## src/rtl/counter_run_controller_pkg.sv

```systemverilog
// Shared state encodings and default divider/limit constants for the LED counter run controller.
package counter_run_controller_pkg;

    typedef enum logic [1:0] {
        ST_IDLE   = 2'b00,
        ST_RUN    = 2'b01,
        ST_PAUSE  = 2'b10,
        ST_RELOAD = 2'b11
    } state_t;

    localparam logic [29:0] PERIOD_0_DEF        = 30'd25_000_000;
    localparam logic [29:0] PERIOD_1_DEF        = 30'd12_500_000;
    localparam logic [29:0] PERIOD_2_DEF        = 30'd6_250_000;
    localparam logic [29:0] PERIOD_3_DEF        = 30'd2_500_000;
    localparam logic [7:0]  LIMIT_DEFAULT_DEF   = 8'h00;
    localparam int          DEBOUNCE_CYCLES_DEF = 1_000_000;

    function automatic logic [1:0] next_speed(input logic [1:0] idx);
        return idx + 2'd1;
    endfunction

endpackage

```

## src/rtl/counter_run_controller_button_press_detect.sv

```systemverilog
// Button synchronizer + rising-edge press pulse; optional level debounce when DEBOUNCE_EN is defined.
module button_press_detect
    import counter_run_controller_pkg::*;
#(
    parameter int DEBOUNCE_CYCLES = DEBOUNCE_CYCLES_DEF
) (
    input  logic i_clk,
    input  logic i_rst,
    input  logic i_btn,
    output logic o_press
);

    logic r_sync1;
    logic r_sync2;
    logic r_prev;
    logic r_press;
    logic w_level;

    if (DEBOUNCE_CYCLES < 1) begin : g_bad_cfg
        $error("DEBOUNCE_CYCLES must be at least 1");
    end

    always_ff @(posedge i_clk or posedge i_rst) begin
        if (i_rst) begin
            r_sync1 <= 1'b0;
            r_sync2 <= 1'b0;
        end else begin
            r_sync1 <= i_btn;
            r_sync2 <= r_sync1;
        end
    end

`ifdef DEBOUNCE_EN
    localparam int CW = (DEBOUNCE_CYCLES > 1) ? $clog2(DEBOUNCE_CYCLES) : 1;
    localparam logic [CW-1:0] LOAD = CW'(DEBOUNCE_CYCLES - 1);

    logic          r_stable;
    logic [CW-1:0] r_cnt;

    // Reload whenever the synchronized level matches the accepted one, so only an unbroken run counts.
    always_ff @(posedge i_clk or posedge i_rst) begin
        if (i_rst) begin
            r_stable <= 1'b0;
            r_cnt    <= LOAD;
        end else if (r_sync2 == r_stable) begin
            r_cnt <= LOAD;
        end else if (r_cnt == '0) begin
            r_stable <= r_sync2;
            r_cnt    <= LOAD;
        end else begin
            r_cnt <= r_cnt - 1'b1;
        end
    end

    assign w_level = r_stable;
`else
    assign w_level = r_sync2;
`endif

    always_ff @(posedge i_clk or posedge i_rst) begin
        if (i_rst) begin
            r_prev  <= 1'b0;
            r_press <= 1'b0;
        end else begin
            r_prev  <= w_level;
            r_press <= w_level & ~r_prev;
        end
    end

    assign o_press = r_press;

endmodule

```

## src/rtl/counter_run_controller.sv

```systemverilog
// Run/speed/limit controller for the LED divider/counter pair. Optional macro: DEBOUNCE_EN.
// state  | meaning
// IDLE   | stopped, counter cleared or never started
// RUN    | counter enabled
// PAUSE  | counter held, value kept
// RELOAD | one-cycle gap while the divider takes a new period
module counter_run_controller
    import counter_run_controller_pkg::*;
#(
    parameter logic [29:0] PERIOD_0        = PERIOD_0_DEF,
    parameter logic [29:0] PERIOD_1        = PERIOD_1_DEF,
    parameter logic [29:0] PERIOD_2        = PERIOD_2_DEF,
    parameter logic [29:0] PERIOD_3        = PERIOD_3_DEF,
    parameter logic [7:0]  LIMIT_DEFAULT   = LIMIT_DEFAULT_DEF,
    parameter int          DEBOUNCE_CYCLES = DEBOUNCE_CYCLES_DEF
) (
    input  logic        CLK_50M,
    input  logic        RESET,
    input  logic        BTN_START,
    input  logic        BTN_SPEED,
    input  logic        BTN_CLEAR,
    input  logic        BTN_LIMIT,
    input  logic [7:0]  SW,
    output logic [29:0] PERIOD,
    output logic [7:0]  LIMIT,
    output logic        RUN,
    output logic        CLEAR,
    output logic [1:0]  SPEED_IDX,
    output logic [1:0]  STATE
);

    logic w_p_start, w_p_speed, w_p_clear, w_p_limit;
    logic w_do_clear, w_do_start, w_do_speed, w_do_limit;

    state_t      r_state, w_state_nxt;
    logic        r_run, r_clear;
    logic [1:0]  r_speed, w_speed_nxt;
    logic [29:0] r_period;
    logic [7:0]  r_limit, w_limit_nxt;

    button_press_detect #(.DEBOUNCE_CYCLES(DEBOUNCE_CYCLES)) u_btn_start (
        .i_clk(CLK_50M), .i_rst(RESET), .i_btn(BTN_START), .o_press(w_p_start));
    button_press_detect #(.DEBOUNCE_CYCLES(DEBOUNCE_CYCLES)) u_btn_speed (
        .i_clk(CLK_50M), .i_rst(RESET), .i_btn(BTN_SPEED), .o_press(w_p_speed));
    button_press_detect #(.DEBOUNCE_CYCLES(DEBOUNCE_CYCLES)) u_btn_clear (
        .i_clk(CLK_50M), .i_rst(RESET), .i_btn(BTN_CLEAR), .o_press(w_p_clear));
    button_press_detect #(.DEBOUNCE_CYCLES(DEBOUNCE_CYCLES)) u_btn_limit (
        .i_clk(CLK_50M), .i_rst(RESET), .i_btn(BTN_LIMIT), .o_press(w_p_limit));

    // Only the highest-priority press of a cycle is acted on.
    assign w_do_clear = w_p_clear;
    assign w_do_start = w_p_start & ~w_p_clear;
    assign w_do_speed = w_p_speed & ~w_p_clear & ~w_p_start;
    assign w_do_limit = w_p_limit & ~w_p_clear & ~w_p_start & ~w_p_speed;

    function automatic logic [29:0] period_of(input logic [1:0] idx);
        case (idx)
            2'd0:    return PERIOD_0;
            2'd1:    return PERIOD_1;
            2'd2:    return PERIOD_2;
            default: return PERIOD_3;
        endcase
    endfunction

    always_comb begin
        w_state_nxt = r_state;
        w_speed_nxt = r_speed;
        w_limit_nxt = r_limit;
        case (r_state)
            ST_IDLE:   if (w_do_start) w_state_nxt = ST_RUN;
            ST_RUN: begin
                if (w_do_start)      w_state_nxt = ST_PAUSE;
                else if (w_do_speed) w_state_nxt = ST_RELOAD;
            end
            ST_PAUSE:  if (w_do_start) w_state_nxt = ST_RUN;
            ST_RELOAD: w_state_nxt = w_do_start ? ST_PAUSE : ST_RUN;
            default:   w_state_nxt = ST_IDLE;
        endcase
        if (w_do_clear) w_state_nxt = ST_IDLE;
        if (w_do_speed) w_speed_nxt = next_speed(r_speed);
        if (w_do_limit) w_limit_nxt = SW;
    end

    always_ff @(posedge CLK_50M or posedge RESET) begin
        if (RESET) begin
            r_state  <= ST_IDLE;
            r_run    <= 1'b0;
            r_clear  <= 1'b0;
            r_speed  <= 2'd0;
            r_period <= PERIOD_0;
            r_limit  <= LIMIT_DEFAULT;
        end else begin
            r_state  <= w_state_nxt;
            r_run    <= (w_state_nxt == ST_RUN);
            r_clear  <= w_do_clear;
            r_speed  <= w_speed_nxt;
            r_period <= period_of(w_speed_nxt);
            r_limit  <= w_limit_nxt;
        end
    end

    assign STATE     = r_state;
    assign RUN       = r_run;
    assign CLEAR     = r_clear;
    assign SPEED_IDX = r_speed;
    assign PERIOD    = r_period;
    assign LIMIT     = r_limit;

endmodule
```

## config.mk

```make
export PLATFORM = sky130hd
export DESIGN_NAME = counter_run_controller
export DESIGN_NICKNAME = d
export VERILOG_FILES = /design/src/rtl/counter_run_controller_pkg.sv /design/src/rtl/counter_run_controller_button_press_detect.sv /design/src/rtl/counter_run_controller.sv
export SDC_FILE = /design/constraint.sdc
export NUM_CORES = 1
export LEC_CHECK = 0
export BUFFER_PORTS_ARGS = -buffer_cell sky130_fd_sc_hd__buf_2
export CAP_MARGIN = 30
export CORE_MARGIN = 3
export CORE_UTILIZATION = 47
export CTS_CLUSTER_SIZE = 10
export DETAILED_ROUTE_END_ITERATION = 8
export PLACE_DENSITY = 0.75
export SLEW_MARGIN = 10
export SYNTH_ARGS = -nofsm -noshare
export SYNTH_HDL_FRONTEND = slang
export SYNTH_SLANG_ARGS = --single-unit
```

## constraint.sdc

```tcl
create_clock -name CLK_50M -period 2.2 [get_ports CLK_50M]
set_clock_uncertainty 0.2 [all_clocks]
set_input_delay 0.33 -clock CLK_50M [delete_from_list [all_inputs] [get_ports CLK_50M]]
set_output_delay 0.33 -clock CLK_50M [all_outputs]
set_load 0.1 [all_outputs]
```

After elaboration in Yosys (flattened, before gate mapping)
Index checks and enable logic that the tools add are counted.
{ "totals": {"register_bits": 60, "latchBits": 0, "mem_bits_rw": 0, "mem_bits_ro": 0, "input_bits": 14, "output_inout_bits": 44, "mem_count": 0} }
{ "op_classes": {"add_sub_neg": 1, "mul": 0, "div": 0, "order_cmp": 0, "eq_ne": 6, "n_shift": 0, "muxes": 8, "n_bitwise": 17, "n_reduce_logical": 3} }
{ "op_table": {"columns": ["operator", "n"], "rows": [
  ["case mux 25 bit (3 select lines)", 1],
  ["2-to-1 mux 2 bit", 6],
  ["AND 1 bit", 10],
  ["NOT 1 bit", 7],
  ["== test 2 x 1 -> 1 bit (second input constant)", 3],
  ["== test 2 bit (second input constant)", 3],
  ["case mux 2 bit (3 select lines)", 1],
  ["zero test 2 bit", 2],
  ["adder 2 x 1 -> 2 bit (second input constant)", 1],
  ["OR reduction 2 bit", 1]
]} }

Logic depth before layout (Yosys ltp)
Gate-level depths: netlist of the first run.
{ "logic_depth": {"ltp_word": 8, "ltp_mapped": 5, "ltp_nobuf": 4} }

By module
Synthesis of the first run repeated with hierarchy kept, for this count alone.
{ "unflattened": {"cells_unflattened": 107, "area_unflattened_um2": 1505.2} }
{ "by_module_without_submodules": {"columns": ["module", "instances", "cells_per_inst", "area_each_um2", "seq_area_each_um2"], "rows": [
  ["counter_run_controller", 1, 83, 1034.7, 580.6],
  ["button_press_detect", 4, 6, 117.6, 100.1]
]} }

Worst setup path after synthesis of the first run
No wires, ideal clock.
{ "synth_timing": {"path_kind": "register to output", "start": "register r_period[17], in the netlist PERIOD[17]", "end": "output port PERIOD[17]", "arrival_ps": 1324, "path_slack_ps": 346, "stages_incl_launch_ff": 2, "n_path_buf": 1, "cell_sequence": "dfrtp_1 buf_4"} }
{ "synth_rtl": {"columns": ["item", "line", "rtl"], "rows": [
  ["start, declared", "counter_run_controller.sv:38", "logic [29:0] r_period;"],
  ["start signal, assigned", "counter_run_controller.sv:97", "r_period <= period_of(w_speed_nxt);"],
  ["end, declared", "counter_run_controller.sv:24", "output logic [29:0] PERIOD,"]
]} }
No word-level cell between the ends.

Worst setup path after layout of the first run
{ "layout_timing": {"start": "register r_speed[1], in the netlist SPEED_IDX[1]", "end": "output port SPEED_IDX[1]"} }
{ "layout_rtl": {"columns": ["item", "line", "rtl"], "rows": [
  ["start, declared", "counter_run_controller.sv:37", "logic [1:0] r_speed, w_speed_nxt;"],
  ["start signal, assigned", "counter_run_controller.sv:96", "r_speed <= w_speed_nxt;"],
  ["end, declared", "counter_run_controller.sv:28", "output logic [1:0] SPEED_IDX,"]
]} }
No word-level cell between the ends.

==> results of run 1 <==
[area by class of cell]
cell class | count | share of cell area [%]
Inverter | 3 | 0.613
Timing Repair Buffer | 61 | 20.3
Clock buffer | 6 | 2.25
Multi-Input combinational cell | 48 | 18.1
Clock inverter | 2 | 3.27
Tap cell | 31 | 2.11
Sequential cell | 39 | 53.4
[how the worst max path moves through the flow]
stage	startpoint	end	slack (ns)
floorplan	PERIOD[17]	PERIOD[17]	0.35
global placement	u_btn_clear.o_press	LIMIT[1]	0.46
detailed placement	u_btn_clear.o_press	LIMIT[1]	0.41
CTS	SPEED_IDX[1]	SPEED_IDX[1]	0.30
global route	SPEED_IDX[1]	SPEED_IDX[1]	0.23
finish	SPEED_IDX[1]	SPEED_IDX[1]	0.34
[Yosys cell counts, drive strengths merged]
master and n:
nor4b 1, mux2 8, nand3 1, buf 22, or3b 2, nand2b 3
o21ai 2, dfstp 4, conb 2, clkbuf 1, inv 3, nand2 4
xor2 1, o22a 1, a21oi 2, nor2b 5, nor2 3, o32ai 1
xnor2 1, o21a 1, and2 1, o22ai 1, dfrtp 35
[per-stage QoR]
| stage | util [%] | hold WS [ns] |
|---|---|---|
| 2_1_floorplan | - | 0.131 |
| 3_3_place_gp | 56.3 | 0.135 |
| 3_5_place_dp | 56.3 | 0.135 |
| 4_1_cts | 64.4 | 0.161 |
| 5_1_grt | 64.4 | 0.163 |
| 6_report | 64.4 | 0.159 |
[worst reg2reg max path, delay by kind of cell (launching register included)]
family | cells | cell delay [ns]
and+or+nand+nor | 1 | 0.60
muxes | 1 | 0.40
DFF | 1 | 0.49
[flip-flops by register name (all words and copies together), names as in the netlist, 2 cells and up]
| signal | count |
|---|---|
| SPEED_IDX | 2 |
| LIMIT | 8 |
| STATE | 2 |
| PERIOD | 9 |
[kinds of logic (layout without fill, tap and decap cells)]
kind of cell	after synthesis	after routing	synth area share (%)
flops	39	39	67.1
buf+inv	26	72	12.2
simple gates	20	20	8.82
compound gates	8	8	3.51
mux	8	8	6.16
other cells	2	10	0.514
xor+xnor	2	2	1.71
[per-layer routing]
| metal | track usage (%) | part of all wire, % |
|---|---|---|
| met4 | 5.45 | 1.7 |
| met3 | 7.02 | 10 |
| met2 | 21.4 | 49 |
| met1 | 12.9 | 39 |
| met5 | 0 | 0 |
==> qor.yml, run 1 <==
cts_tree: "built"
postSynthCellCount: 105
antenna_found_initial: 0
clk_path_buf_depth: 2
die_area_mm2: 0.00381
ys_ff_latch: 39
tns_ns: 0
instances_no_fill: 190
fin_crit_ns: 1.86
grt_pass1_vias: 803
hold_end: "u_btn_speed.r_sync2"
r2r_cells: 2
yosys_warnings: 0
avgSynthCellArea_um2: 13.9
maxSlewViolCount: 0
synth.distinct_cells: 26
max_freq_mhz: 537
start_kind: "flop"
detail-route-antenna-nets: 0
place_inst: 169
ff2ff_setup_slack_ns: 0.41
hp-start: "u_btn_speed.r_sync1"
vias: 860
clkLatencyLatePin_ns: 0.34
synth_top_area_cell: "dfrtp_1"
h-tree-depth: 2
dr.pass1.iters: 4
r2r-end: "LIMIT[0]"
cts_sinks: 39
root_buffer: "clkbuf_4"
drive_gt1_share_pct: 44.7
cts_buffers: 5
antennaDiodeCount: 0
path_clk_slew_ns: 0.11
critPathBufInv: 1
crit_slowest_cell: "dfrtp_1"
gp_congestion: 0.714
rows: 19
maxSlewHeadroom_pct: 62.2
drcViolationCount: 0
port_buffers: 47
crit_path_cell_trace: "buf_2"
slowest_delay_ns: 0.51
routed_wl_um: 2120
maxCapViolCount: 0
dpl-instance-area_mm2: 0.00161
track_usage_pct: 12.7
hold_class: "flop to flop"
worst-path-stages: 1
cpLargestDelayFamily: "flip-flops"
grt_max_degree: 40
criticalPathCategory: "flop to output port"
dp_slack_ns: 0.412
fillers: 213
yosysTopAreaCellShare_pct: 59.9
dr.first_iter.drc_count: 15
cp.arrival_ns: 1.33
grt_setup_unrepaired: "no"
cts_post_setup_buffers_inserted: 0
setup_slack_ns: 0.338
cp_max_fo: 10
worstMarginPinSlew_ns: 0.565
grt_pass1_wl_um: 3330
cts_resized: 0
setup_violations: 0
crit_required_ns: 1.67
fin_area_mm2: 0.00184
regArea_um2: 981
timing.rr.start: "u_btn_clear.o_press"
endpoint_kind: "output port"
fp.dieW_um: 61.8
avgViaCountPerCell: 4.53
pin_count: 58
routedWlPerCell_um: 11.2
start_util_pct: 51.2
syn_area_mm2: 0.00146
status: "complete, no violations"
post-route-period-util_pct: 84.7
core-area_mm2: 0.00285
syn_to_final_growth_pct: 25.8
post-dp-hpwl_um: 1440
layout_common_cells: "47 x buf_2, 35 x dfrtp_1, 13 x dlygate4sd3_1"
hold_path_depth: 0
nNetsFinal: 172
synthTopCellsByArea: "dfrtp_1 60%, buf_4 11%, dfstp_2 7.2%"
final_hold_viol_count: 0
die_height_um: 61.8
multi_input_area_um2: 333
holdBufCountCts: 13
grt-ovfl-total: 0
layout.cells.most_common: "buf_2"
synth-seq-area-share_pct: 67.1
Power of run 1 is not shown: default switching activity piles up to over one toggle a cycle in this logic, so the estimate is an artifact.
==> run 2: changes to the inputs <==
--- a/config.mk
+++ b/config.mk
@@ -8,10 +8,10 @@
 export BUFFER_PORTS_ARGS = -buffer_cell sky130_fd_sc_hd__buf_2
 export CAP_MARGIN = 30
 export CORE_MARGIN = 3
-export CORE_UTILIZATION = 47
+export CORE_UTILIZATION = 42
 export CTS_CLUSTER_SIZE = 10
 export DETAILED_ROUTE_END_ITERATION = 8
-export PLACE_DENSITY = 0.75
+export PLACE_DENSITY = 0.7
 export SLEW_MARGIN = 10
 export SYNTH_ARGS = -nofsm -noshare
 export SYNTH_HDL_FRONTEND = slang
==> constraint.sdc (replaced) <==
create_clock -name CLK_50M -period 1.5 [get_ports CLK_50M]
set_clock_uncertainty 0.2 [all_clocks]
set_input_delay 0.225 -clock CLK_50M [delete_from_list [all_inputs] [get_ports CLK_50M]]
set_output_delay 0.225 -clock CLK_50M [all_outputs]
set_load 0.1 [all_outputs]
==> run 2 against run 1 <==
Against the previous run:
- the flow now finishes with violations (negative setup slack)
- global-route usage rose by 2.7 points
- critical path depth stayed put
- first-iteration DRC count is 6.7% higher
- hold slack about the same
- register-to-register slack worse by 0.48 ns
- non-clock buffer count up 9
- wire length is 36% higher
- clock-buffer cell count rose by 1
- via count up 12%
- critical path type unchanged
- die area rose by 11%
- sequential share of layout area decreased by 11 points
- critical endpoint is now PERIOD[19]
==> qor.yml, run 2 (synthesis results as in run 1) <==
dr.pass1.iters: 4  # unchanged
status: "finished with violations"
met3_usage_pct: 4.85  # -2.2 points
top_usage_layer: "met2"
track_usage_pct: 15.3  # +2.7 points
setup_violations: 21  # +21
pin_count: 58  # unchanged
antenna_found_initial: 0  # unchanged
use_met2_pct: 25.2  # +3.8 points
layout_common_cells: "25 x dfrtp_1, 24 x buf_12, 13 x dlygate4sd3_1, 13 x buf_2, 13 x buf_4"
dr.first_iter.drc_count: 16  # +1
drcViolationCount: 0  # unchanged
port_buffers: 47  # unchanged
die_height_um: 65.0  # +5.2%
cts_buffers: 5  # unchanged
setup_slack_ns: -0.149  # -0.487 ns
final_hold_viol_count: 0  # unchanged
critPathBufInv: 1  # unchanged
fillers: 192  # -9.9%
grt_max_degree: 40  # unchanged
cp.arrival_ns: 1.22  # -0.11 ns
cpLargestDelayFamily: "flip-flops"
largest_reg_flops: 9  # unchanged
maxCapViolCount: 0  # unchanged
clk_path_buf_depth: 2  # unchanged
slowest_delay_ns: 0.70  # +0.19 ns
regArea_mm2: 0.00102  # +3.6%
maxSlewViolCount: 0  # unchanged
drive_gt1_share_pct: 58.3  # +14 points
fp.dieW_um: 65.0  # +5.2%
routed_wl_um: 2880  # +36%
root_buffer: "clkbuf_4"
vias: 959  # +12%
core-area_mm2: 0.00318  # +11%
cts_tree: "built"
h-tree-depth: 2  # unchanged
cts_sinks: 39  # unchanged
endpoint_kind: "output port"
post-route-period-util_pct: 110
grtUsageMet1_pct: 17.7  # +4.8 points
layout.cells.most_common: "dfrtp_1"
grt_pass1_wl_um: 4750  # +42%
grt_setup_unrepaired: "yes"
hold_class: "flop to flop"
avgViaCountPerCell: 4.52  # about the same
start_util_pct: 46.0  # -5.2 points
start_kind: "flop"
rows: 20  # +1
detail-route-antenna-nets: 0  # unchanged
post-dp-hpwl_um: 1910  # +32%
max_freq_mhz: 606
crit_slowest_cell: "dfstp_4"
fin_crit_ns: 1.65
syn_to_final_growth_pct: 65.2
fin_util_pct: 75.9  # +12 points
routedWlPerCell_um: 13.6  # +22%
crit_path_cell_trace: "buf_12"
antennaDiodeCount: 0  # unchanged
cp_max_fo: 4  # -6
grt-ovfl-total: 0  # unchanged
crit_required_ns: 1.07  # -0.60 ns
dp_slack_ns: -0.110  # -0.522 ns
violations: "negative setup slack"
criticalPathCategory: "flop to output port"
nNetsFinal: 181  # +5.2%
die_area_mm2: 0.00422  # +11%
gp_congestion: 0.689  # -3.6%
multi_input_area_um2: 407  # +22%
clkLatencyLatePin_ns: 0.35  # about the same
grt_pass1_vias: 980  # +22%
path_clk_slew_ns: 0.11  # about the same
run 2: cell count changes in the layout (fill, tap and decap cells not counted), sizes merged:
cell,previous run,this run
clkbuf,6,7
bufinv,2,0
clkinvlp,0,1
buf,48,57
run 2: final cells by class:
class / count / share of cell area (%)
Clock inverter: 1 / 0.311
Tap cell: 44 / 2.28
Sequential cell: 39 / 42.1
Multi-Input combinational cell: 48 / 16.8
Clock buffer: 7 / 2.70
Timing Repair Buffer: 70 / 35.3
Inverter: 3 / 0.467
run 2: through the flow:
stage / area (µm²) / setup TNS, ns / hold WS (ns) / std cells
floorplan: 1570 / -0.950 / 0.0564 / 113
global placement: 2080 / -0.591 / 0.0811 / 188
detailed placement: 2080 / -0.943 / 0.0981 / 188
CTS: 2360 / -2.38 / 0.162 / 211
global route: 2410 / -3.03 / 0.175 / 212
finish: 2410 / -1.90 / 0.159 / 212
run 2: worst paths after layout:
check	from	endpoint	slack, ns	depth (start not counted)
worst max-delay path	PERIOD[20]	PERIOD[19]	-0.15	1
worst min-delay path	u_btn_limit.r_sync1	u_btn_limit.r_sync2	0.16	0
worst max register to register	u_btn_clear.o_press	PERIOD[8]	-0.07	4
worst min register to register	u_btn_limit.r_sync1	u_btn_limit.r_sync2	0.16	0
max in group asynchronous	RESET	PERIOD[21]	0.58	4
min in group asynchronous	RESET	u_btn_limit.o_press	0.25	4
run 2: routing by layer:
metal | up-vias | share of wire (%)
met2 | 41 | 55
met4 | 0 | 2.7
met5 | - | 0
met3 | 12 | 6.5
met1 | 475 | 36
li1 | 431 | -
run 2: repair_timing:
action                                  CTS  global route
pin swaps                                 4             3
buffers inserted                          2             1
hold buffers                             13             0
resized for setup                        23            11
endpoints found under the setup margin   40            30
endpoints found under the hold margin    51             0
Power of run 2 is left out for the same reason.
